==> src/rtl/seven_segment_pkg.sv <==
// Shared definitions for the 7-segment display capture block.
//   - Segment patterns for hex digits 0..F (gfedcba order, 1 = segment lit)
//   - Digit slot indices (AN1 = slot 0 ... AN4 = slot 3)
//   - Anode classification type used by the slot decoder
//   - seg_to_hex(): active-high segment vector -> {valid, value[3:0]}
package seven_segment_pkg;

    localparam logic [6:0] SEG_0 = 7'b0111111;
    localparam logic [6:0] SEG_1 = 7'b0000110;
    localparam logic [6:0] SEG_2 = 7'b1011011;
    localparam logic [6:0] SEG_3 = 7'b1001111;
    localparam logic [6:0] SEG_4 = 7'b1100110;
    localparam logic [6:0] SEG_5 = 7'b1101101;
    localparam logic [6:0] SEG_6 = 7'b1111101;
    localparam logic [6:0] SEG_7 = 7'b0000111;
    localparam logic [6:0] SEG_8 = 7'b1111111;
    localparam logic [6:0] SEG_9 = 7'b1101111;
    localparam logic [6:0] SEG_A = 7'b1110111;
    localparam logic [6:0] SEG_B = 7'b1111100;
    localparam logic [6:0] SEG_C = 7'b0111001;
    localparam logic [6:0] SEG_D = 7'b1011110;
    localparam logic [6:0] SEG_E = 7'b1111001;
    localparam logic [6:0] SEG_F = 7'b1110001;

    localparam logic [1:0] SEC1 = 2'd0;
    localparam logic [1:0] SEC2 = 2'd1;
    localparam logic [1:0] MIN1 = 2'd2;
    localparam logic [1:0] MIN2 = 2'd3;

    typedef enum logic [1:0] {
        ANODE_NONE  = 2'd0,
        ANODE_ONE   = 2'd1,
        ANODE_MULTI = 2'd2
    } anode_class_e;

    // Returns {valid, value}; blank and any non-hex pattern give valid = 0.
    function automatic logic [4:0] seg_to_hex(input logic [6:0] seg);
        logic [4:0] res;
        case (seg)
            SEG_0:   res = {1'b1, 4'h0};
            SEG_1:   res = {1'b1, 4'h1};
            SEG_2:   res = {1'b1, 4'h2};
            SEG_3:   res = {1'b1, 4'h3};
            SEG_4:   res = {1'b1, 4'h4};
            SEG_5:   res = {1'b1, 4'h5};
            SEG_6:   res = {1'b1, 4'h6};
            SEG_7:   res = {1'b1, 4'h7};
            SEG_8:   res = {1'b1, 4'h8};
            SEG_9:   res = {1'b1, 4'h9};
            SEG_A:   res = {1'b1, 4'hA};
            SEG_B:   res = {1'b1, 4'hB};
            SEG_C:   res = {1'b1, 4'hC};
            SEG_D:   res = {1'b1, 4'hD};
            SEG_E:   res = {1'b1, 4'hE};
            SEG_F:   res = {1'b1, 4'hF};
            default: res = {1'b0, 4'h0};
        endcase
        return res;
    endfunction

endpackage

==> src/rtl/seven_segment_display_capture_filter.sv <==
// seven_segment_input_filter
//   Two-flop synchronizer plus stability filter for the 12 display lines.
//   accept pulses for one cycle the first time the synchronized word has been
//   seen STABLE_CYCLES times in a row; it will not fire again until the word
//   changes.
// Ports:
//   clk, reset   : clock, synchronous active-high reset
//   raw_word     : {AN4..AN1, CG..CA, DP} straight from the pins (active-low)
//   sync_word    : synchronized copy of raw_word (2 cycles of latency)
//   accept       : one-cycle pulse, sync_word is stable and should be used
module seven_segment_input_filter #(
    parameter int STABLE_CYCLES = 16
) (
    input  logic        clk,
    input  logic        reset,
    input  logic [11:0] raw_word,
    output logic [11:0] sync_word,
    output logic        accept
);

    localparam int CNT_W = (STABLE_CYCLES > 1) ? $clog2(STABLE_CYCLES) : 1;
    localparam logic [CNT_W-1:0] CNT_MAX = CNT_W'(STABLE_CYCLES - 1);
    // accept fires on the transition from ARM to MAX, i.e. exactly once per run
    localparam logic [CNT_W-1:0] CNT_ARM = CNT_W'(STABLE_CYCLES - 2);

    logic [11:0]      meta_r;
    logic [11:0]      sync_r;
    logic [11:0]      prev_word_r;
    logic [CNT_W-1:0] stab_cnt_r;
    logic [CNT_W-1:0] stab_cnt_next_s;
    logic             same_s;
    logic             accept_s;

    // Synchronizer; idle level of the active-low lines is all ones
    always_ff @(posedge clk) begin
        if (reset) begin
            meta_r <= 12'hFFF;
            sync_r <= 12'hFFF;
        end else begin
            meta_r <= raw_word;
            sync_r <= meta_r;
        end
    end

    // Run-length counter of the synchronized word and accept detection
    always_comb begin
        stab_cnt_next_s = stab_cnt_r;
        same_s          = (sync_r == prev_word_r);
        if (!same_s) begin
            stab_cnt_next_s = {CNT_W{1'b0}};
        end else if (stab_cnt_r == CNT_MAX) begin
            stab_cnt_next_s = stab_cnt_r;
        end else begin
            stab_cnt_next_s = stab_cnt_r + {{(CNT_W-1){1'b0}}, 1'b1};
        end
        accept_s = same_s && (stab_cnt_r == CNT_ARM);
    end

    // Previous word and stability counter registers
    always_ff @(posedge clk) begin
        if (reset) begin
            prev_word_r <= 12'hFFF;
            stab_cnt_r  <= {CNT_W{1'b0}};
        end else begin
            prev_word_r <= sync_r;
            stab_cnt_r  <= stab_cnt_next_s;
        end
    end

    assign sync_word = sync_r;
    assign accept    = accept_s;

endmodule

==> src/rtl/seven_segment_display_capture.sv <==
// seven_segment_display_capture
//   Captures a 4-digit multiplexed 7-segment display bus back into hex digits.
//   Each stable, single-anode slot is decoded into a shadow register; once all
//   four slots have been seen the shadows are published as one coherent frame.
// Ports:
//   clk, reset                 : clock, synchronous active-high reset
//   CA..CG, DP                 : segment / decimal point lines, active-low
//   AN1..AN4                   : anode lines, active-low (AN1 = digit 0)
//   sec_dig1, sec_dig2         : digits 0 and 1
//   min_dig1, min_dig2         : digits 2 and 3
//   decimal_point              : bit i = DP lit during digit i
//   frame_valid                : one-cycle pulse when the digit outputs update
//   seg_error                  : one-cycle pulse, accepted slot not a hex glyph
//   anode_error                : one-cycle pulse, accepted slot had >1 anode low
//   stale                      : no frame completed for TIMEOUT_CYCLES cycles
module seven_segment_display_capture
    import seven_segment_pkg::*;
#(
    parameter int STABLE_CYCLES  = 16,
    parameter int TIMEOUT_CYCLES = 1048576
) (
    input  logic       clk,
    input  logic       reset,
    input  logic       CA,
    input  logic       CB,
    input  logic       CC,
    input  logic       CD,
    input  logic       CE,
    input  logic       CF,
    input  logic       CG,
    input  logic       DP,
    input  logic       AN1,
    input  logic       AN2,
    input  logic       AN3,
    input  logic       AN4,
    output logic [3:0] sec_dig1,
    output logic [3:0] sec_dig2,
    output logic [3:0] min_dig1,
    output logic [3:0] min_dig2,
    output logic [3:0] decimal_point,
    output logic       frame_valid,
    output logic       seg_error,
    output logic       anode_error,
    output logic       stale
);

    localparam int TO_W = (TIMEOUT_CYCLES > 1) ? $clog2(TIMEOUT_CYCLES) : 1;
    localparam logic [TO_W-1:0] TO_MAX = TO_W'(TIMEOUT_CYCLES - 1);

    logic [11:0]     raw_word_s;
    logic [11:0]     sync_word_s;
    logic            accept_s;
    logic [3:0]      an_act_s;
    logic [6:0]      seg_act_s;
    logic            dp_lit_s;
    logic [4:0]      dec_s;
    anode_class_e    an_class_s;
    logic [1:0]      digit_idx_s;
    logic [3:0]      accept_bit_s;
    logic            seg_err_s;
    logic            an_err_s;
    logic            complete_s;
    logic [3:0]      mask_next_s;
    logic [TO_W-1:0] to_cnt_next_s;

    logic [3:0]      mask_r;
    logic [3:0]      shadow_r [4];
    logic [3:0]      dp_shadow_r;
    logic [3:0]      digit_out_r [4];
    logic [3:0]      dp_out_r;
    logic            frame_valid_r;
    logic            seg_error_r;
    logic            anode_error_r;
    logic [TO_W-1:0] to_cnt_r;
    logic            stale_r;

    assign raw_word_s = {AN4, AN3, AN2, AN1, CG, CF, CE, CD, CC, CB, CA, DP};

    seven_segment_input_filter #(
        .STABLE_CYCLES (STABLE_CYCLES)
    ) u_filter (
        .clk       (clk),
        .reset     (reset),
        .raw_word  (raw_word_s),
        .sync_word (sync_word_s),
        .accept    (accept_s)
    );

    // Active-high views of the synchronized word and the segment decode
    always_comb begin
        an_act_s  = ~sync_word_s[11:8];
        seg_act_s = ~sync_word_s[7:1];
        dp_lit_s  = ~sync_word_s[0];
        dec_s     = seg_to_hex(seg_act_s);
    end

    // Classify the anode pattern: blanking gap, one digit, or a conflict
    always_comb begin
        an_class_s  = ANODE_NONE;
        digit_idx_s = SEC1;
        case (an_act_s)
            4'b0000: an_class_s = ANODE_NONE;
            4'b0001: begin an_class_s = ANODE_ONE; digit_idx_s = SEC1; end
            4'b0010: begin an_class_s = ANODE_ONE; digit_idx_s = SEC2; end
            4'b0100: begin an_class_s = ANODE_ONE; digit_idx_s = MIN1; end
            4'b1000: begin an_class_s = ANODE_ONE; digit_idx_s = MIN2; end
            default: an_class_s = ANODE_MULTI;
        endcase
    end

    // Turn an accepted slot into a mask bit or an error flag
    always_comb begin
        accept_bit_s = 4'b0000;
        seg_err_s    = 1'b0;
        an_err_s     = 1'b0;
        if (accept_s) begin
            case (an_class_s)
                ANODE_ONE: begin
                    if (dec_s[4]) begin
                        accept_bit_s = 4'b0001 << digit_idx_s;
                    end else begin
                        seg_err_s = 1'b1;
                    end
                end
                ANODE_MULTI: an_err_s = 1'b1;
                default:     accept_bit_s = 4'b0000;
            endcase
        end else begin
            accept_bit_s = 4'b0000;
        end
    end

    // Frame completion; a same-cycle accept starts the next frame's mask
    always_comb begin
        complete_s = (mask_r == 4'b1111);
        if (complete_s) begin
            mask_next_s = accept_bit_s;
        end else begin
            mask_next_s = mask_r | accept_bit_s;
        end
    end

    // Timeout counter restarts the cycle after a published frame
    always_comb begin
        if (frame_valid_r) begin
            to_cnt_next_s = {TO_W{1'b0}};
        end else if (to_cnt_r == TO_MAX) begin
            to_cnt_next_s = to_cnt_r;
        end else begin
            to_cnt_next_s = to_cnt_r + {{(TO_W-1){1'b0}}, 1'b1};
        end
    end

    // Capture mask register
    always_ff @(posedge clk) begin
        if (reset) begin
            mask_r <= 4'b0000;
        end else begin
            mask_r <= mask_next_s;
        end
    end

    // Per-digit shadow registers; a repeated slot simply overwrites its shadow
    always_ff @(posedge clk) begin
        if (reset) begin
            for (int i = 0; i < 4; i++) begin
                shadow_r[i] <= 4'h0;
            end
            dp_shadow_r <= 4'b0000;
        end else if (accept_bit_s != 4'b0000) begin
            shadow_r[digit_idx_s]    <= dec_s[3:0];
            dp_shadow_r[digit_idx_s] <= dp_lit_s;
        end
    end

    // Published frame and one-cycle status pulses
    always_ff @(posedge clk) begin
        if (reset) begin
            for (int i = 0; i < 4; i++) begin
                digit_out_r[i] <= 4'h0;
            end
            dp_out_r      <= 4'b0000;
            frame_valid_r <= 1'b0;
            seg_error_r   <= 1'b0;
            anode_error_r <= 1'b0;
        end else begin
            if (complete_s) begin
                for (int i = 0; i < 4; i++) begin
                    digit_out_r[i] <= shadow_r[i];
                end
                dp_out_r <= dp_shadow_r;
            end
            frame_valid_r <= complete_s;
            seg_error_r   <= seg_err_s;
            anode_error_r <= an_err_s;
        end
    end

    // Timeout counter and stale flag (stale mirrors counter saturation)
    always_ff @(posedge clk) begin
        if (reset) begin
            to_cnt_r <= {TO_W{1'b0}};
            stale_r  <= 1'b0;
        end else begin
            to_cnt_r <= to_cnt_next_s;
            stale_r  <= (to_cnt_next_s == TO_MAX);
        end
    end

    assign sec_dig1      = digit_out_r[SEC1];
    assign sec_dig2      = digit_out_r[SEC2];
    assign min_dig1      = digit_out_r[MIN1];
    assign min_dig2      = digit_out_r[MIN2];
    assign decimal_point = dp_out_r;
    assign frame_valid   = frame_valid_r;
    assign seg_error     = seg_error_r;
    assign anode_error   = anode_error_r;
    assign stale         = stale_r;

endmodule

==> config.mk <==
export PLATFORM = sky130hd
export DESIGN_NAME = seven_segment_display_capture
export DESIGN_NICKNAME = d
export VERILOG_FILES = /design/src/rtl/seven_segment_pkg.sv /design/src/rtl/seven_segment_display_capture_filter.sv /design/src/rtl/seven_segment_display_capture.sv
export SDC_FILE = /design/constraint.sdc
export NUM_CORES = 1
export LEC_CHECK = 0
export CAP_MARGIN = 20
export CORE_UTILIZATION = 50
export CTS_BUF_LIST = sky130_fd_sc_hd__clkbuf_4
export CTS_CLUSTER_DIAMETER = 80
export DETAILED_ROUTE_END_ITERATION = 7
export GPL_TIMING_DRIVEN = 1
export PLACE_DENSITY_LB_ADDON = 0.2
export SYNTH_ARGS = -nofsm -noshare
export SYNTH_HDL_FRONTEND = slang
export SYNTH_SLANG_ARGS = --single-unit
==> constraint.sdc <==
create_clock -name clk -period 4.6 [get_ports clk]
set_input_delay 0.46 -clock clk [delete_from_list [all_inputs] [get_ports clk]]
set_output_delay 0.46 -clock clk [all_outputs]
set_load 0.005 [all_outputs]
* Yosys cells after proc, flatten, opt, wreduce, memory -nomap -nowiden
Memory sizes are Yosys's and may differ from the RTL's. Cells that the tools add are included.
Cells by class: add/sub/neg operators 2, $lt $le $gt $ge 2, multiplexer cells 29, reductions and logical operators 9, bitwise logic cells 11, eq/ne operators 28, shifts and indexed selects 1
Operator list (number):
- $eq 7x7->1 const B | 12
- $pmux 5 s16 | 1
- $eq 20x20->1 const B | 2
- $mux 20 | 2
- $mux 4 | 9
- $add 20x1->20 const B | 1
- $eq 4x4->1 const B | 4
- $eq 7x3->1 const B | 2
- $eq 7x6->1 const B | 2
- $eq 12x12->1 | 1
- $mux 1 | 12
- $reduce_or 4->1 | 2
- $not 7->7 | 1
- $pmux 2 s3 | 1
- $add 4x1->4 const B | 1
- $bwmux 4 | 1
- $eq 4x1->1 const B | 1
- $eq 4x2->1 const B | 1
- $eq 4x3->1 const B | 1
- $logic_not 4->1 | 1
- $not 1->1 | 4
- $not 4->4 | 1
- $or 1x1->1 | 4
- $or 4x4->4 | 1
- other kinds (12) | 14
Word-level totals: logic and storage cells 96, memory bits (writable) 32, memories kept 2, bits in registers 76, output and inout port bits 24
Memories:
- digit_out_r | words 4, bits a word 4, read ports 4, clocked after Yosys merged registers in 0, wr ports 4, RTL line seven_segment_display_capture.sv:69 | logic [3:0] digit_out_r [4];
- shadow_r | words 4, bits a word 4, read ports 4, clocked after Yosys merged registers in 0, wr ports 4, RTL line seven_segment_display_capture.sv:67 | logic [3:0] shadow_r [4];

* Logic depth before layout (Yosys ltp)
depth after elaboration 13, depth in mapped cells 9

* Cells and area by module
Synthesis repeated with hierarchy kept, for this count alone.
Unflattened totals: cells, all modules 467, area total of the unflattened synthesis 4669.5 sq um
Modules (own cells, without submodules):
- seven_segment_display_capture | area an instance 3374.5 sq um, sequential area each 1681.6 sq um, instances 1, cells an instance 356
- seven_segment_input_filter | area an instance 1295.0 sq um, sequential area each 800.8 sq um, instances 1, cells an instance 111

* Worst setup path after synthesis
Ideal clock, no wire load.
kind reg-to-reg, from register u_filter.sync_r[10], in the netlist u_filter.sync_word[10], to memory shadow_r[2][0], data pin, path buffers 2, data arrival time 2.037 ns, cell stages (with the launch flop) 9, required time 4.457 ns, clock period less this slack 2.180 ns, slack 2.420 ns, cell sequence dfxtp_1 > buf_2 > xor2_1 > nor4_1 > nand3_1 > or4_1 > buf_2 > a311o_1 > nor2_1
RTL lines:
- from (decl) | RTL line seven_segment_display_capture_filter.sv:27 | logic [11:0] sync_r;
- from (signal assigned) | RTL line seven_segment_display_capture_filter.sv:41 | sync_r <= meta_r;
- to (decl) | RTL line seven_segment_display_capture.sv:67

==> results.md <==
- Hold Slack: around 0.42 ns
- CP Launch Type: flip-flop
- Fmax: 0.380 GHz
- Area grow syn2layout: 10.8%
- DR vias: 3278
- Detailed Routing Iterations Pass 1: 5
- WL/cell: 13.9 um
- Commonest non-fill, non-tap cell in the layout: dfxtp_1
- Area after DPL: 5090 sq um
- DRT iter0 DRCs: 226
- I/O Buffers: 37
- Gates resized, CTS repair: 0
- Worst-Margin Slew: 0.769 ns
- Overall Power: 1.52 mW
- Final Non-Filler Cells: 596
- Syn nets: 477
- Starting Density: 52.8%
- Commonest non-fill, non-tap cells in the layout: dfxtp_1 (76), nor2_1 (48), or2_2 (40)
- Final nets: 500
- Asr flop ratio synth: 0%
- Crit-path max cell delay: 0.67 ns
- Slew headroom: 48.2%
- CTS tree: built
- Final Max Slew Viols: 0
- Fin util: approximately three fifths
- Die ar.: between 9000 and 10000 sq um
- Global-route usage over all layers: 18.3%
- Maximum VDD drop: 0.209 mV
- Ys flop type: dfxtp_1
- Post-Layout Inst Area: 5200 sq um
- PD cells: 292 nW/um^2
- CP max FO: 16
- CTS Hold Buffers Added: 0
- Vias in the first global route: 2936
- EDFF count, synth: 32
- Pre-CTS setup slack: 1.91 ns
- Worst path slowest cell: dfxtp_1
- CP arrival: between 2 and 3 ns
- Hold Path Class: reg -> reg
- Setup Viol. Count Final: 0
- Maxcap violations: 0
- Skew final: 0.0208 ns
- Post-synthesis cell type count: 62
- CTS root buffer: clkbuf_4
- Placed cells: 580
- H-tree depth: 3
- Crit. End Element: flip-flop
- Final hold vios: 0
- Antenna viol nets, final: 0
- Largest net degree at the start of global routing: 59
- Syn avg cell area: about 10 sq um
- Setup CP Type: reg -> reg
- IO Pins: 38
- Synth top area share: 32.4%
- GR Overflow Total: 0
- Buffers & Inverters on Critical Path: 0
- Critical path required time: 4.90 ns
- Chip Height: 98.9 um
- Part of the Yosys area used for sequential elements: 52.9%
- Area leader, netlist: dfxtp_1
- N_diodes: 0
- Avg Vias per Cell: 5.50
- Buffer depth of the longest clock path: 2
- Yosys reg bits: 108
- DRC: 0
- Die width: 98.9 um
- Final WS setup: 1.97 ns
- First-pass GRT wire length: 14200 um
- Setup_tns: 0 ns
- Clock sink count: 108
- Routed wire length: 8300 um
- Antenna violations before repair: 0
- Reg clk slew, reported paths: 0.16 ns
- Mapped cell area: about 4700 sq um
- P_leak: ~1.8 nW
- Final period util: 57.2%
- Row cnt: 34
- Share of cells above drive strength 1: 14.1%
- Worst path cell trace: xor2_1 > nor4_1 > nand3_1 > or4_1 > a311o_1 > nor2_1
- Post-DP HPWL: about 5900 um
- Status: completed
- Post-CTS setup buffers: 0
- Syn Inst Count: between 400 and 500
- Clock buffer count from CTS: 9
- RSZ-0062 raised after global routing: false
- Gp weighted congestion: 0.854
- Kind of cell adding the most delay to the critical path: simple AND/OR/NAND/NOR gates
- Fill cell count: between 700 and 800
- Minimum clock period after layout: approximately 2.6 ns
- Clk Latency, worst-skew pair: 0.44 ns
- Top cells by area, synth: dfxtp_1 (32%), edfxtp_1 (20%), or2_2 (5.3%)
- Core ar.: 8890 sq um
- YS warnings: 0
-- routing by layer --
metal  track usage (%)  vias up  part of all wire [%]
li1                  -     1680                     -
met1              25.5     1510                    49
met2              27.9       82                    46
met3              4.61        6                   4.4
met4              5.63        0                   1.0
met5                 0        -                     0
-- where the power goes --
group          switching (mW)  total [mW]  leakage [nW]  internal [mW]
Clock                   0.297       0.414        0.0608          0.118
Combinational          0.0368      0.0809         0.828         0.0440
Sequential             0.0204        1.02         0.948           1.00
-- kinds of logic after synthesis --
kind of cell,Yosys count,share of synthesized area [%]
multiplexers,7,1.52
AND/OR/NAND/NOR,225,28.1
buffers and inverters,33,3.09
AO/OA/AOI/OAI,56,8.32
XOR/XNOR,27,5.04
flip-flops,108,52.9
adder cells (fa/ha/maj),4,1.01
-- worst paths after layout --
path	depth (start not counted)	slack, ns	end	from
setup / recovery	6	1.97	shadow_r[2][0]	u_filter.sync_word[5]
hold / removal	1	0.42	u_filter.sync_word[3]	u_filter.meta_r[3]
setup reg to reg	6	1.97	shadow_r[2][0]	u_filter.sync_word[5]
hold reg to reg	1	0.42	u_filter.sync_word[3]	u_filter.meta_r[3]
-- area by class of cell --
type                       instances  area, sq um  area share (%)
clock buffer                      10         75.1            1.44
sequential                       108         2480            47.7
multi-input combinational        319         2070            39.7
clock inverter                     6         40.0           0.769
timing repair buffer              38          378            7.26
tap                              108          135            2.60
inverter                           7         26.3           0.505
-- worst register-to-register path, delay by kind of cell (launching register included) --
family,cells,cell delay (ns)
XOR/XNOR,1,0.15
AO/OA/AOI/OAI,1,0.38
flip-flops,1,0.67
AND/OR/NAND/NOR,4,1.30
-- synthesized netlist by cell type, drive strengths merged, types with 3 or more instances --
cell	n
and4	3
and3	5
dfxtp	76
a311oi	3
xnor2	11
or4	5
nand2	20
edfxtp	32
clkbuf	16
nor2	48
or2	40
a21oi	16
a31oi	6
inv	7
a211oi	4
nand2b	9
nand3	20
o21ai	6
xor2	16
nor4	11
ha	3
mux2i	6
buf	10
nor3b	6
nand4	9
and2	20
nor3	14
nand4b	3
-- state kept, by name, indices dropped and copies added, names as in the netlist --
name,flops
to_cnt_r,20
digit_out_r,16
shadow_r,16
u_filter.meta_r,12
u_filter.prev_word_r,12
u_filter.sync_word,12
decimal_point,4
dp_shadow_r,4
mask_r,4
u_filter.stab_cnt_r,4
anode_error,1
frame_valid,1
seg_error,1
stale,1
Note: power is estimated with default switching activity, not from simulation.
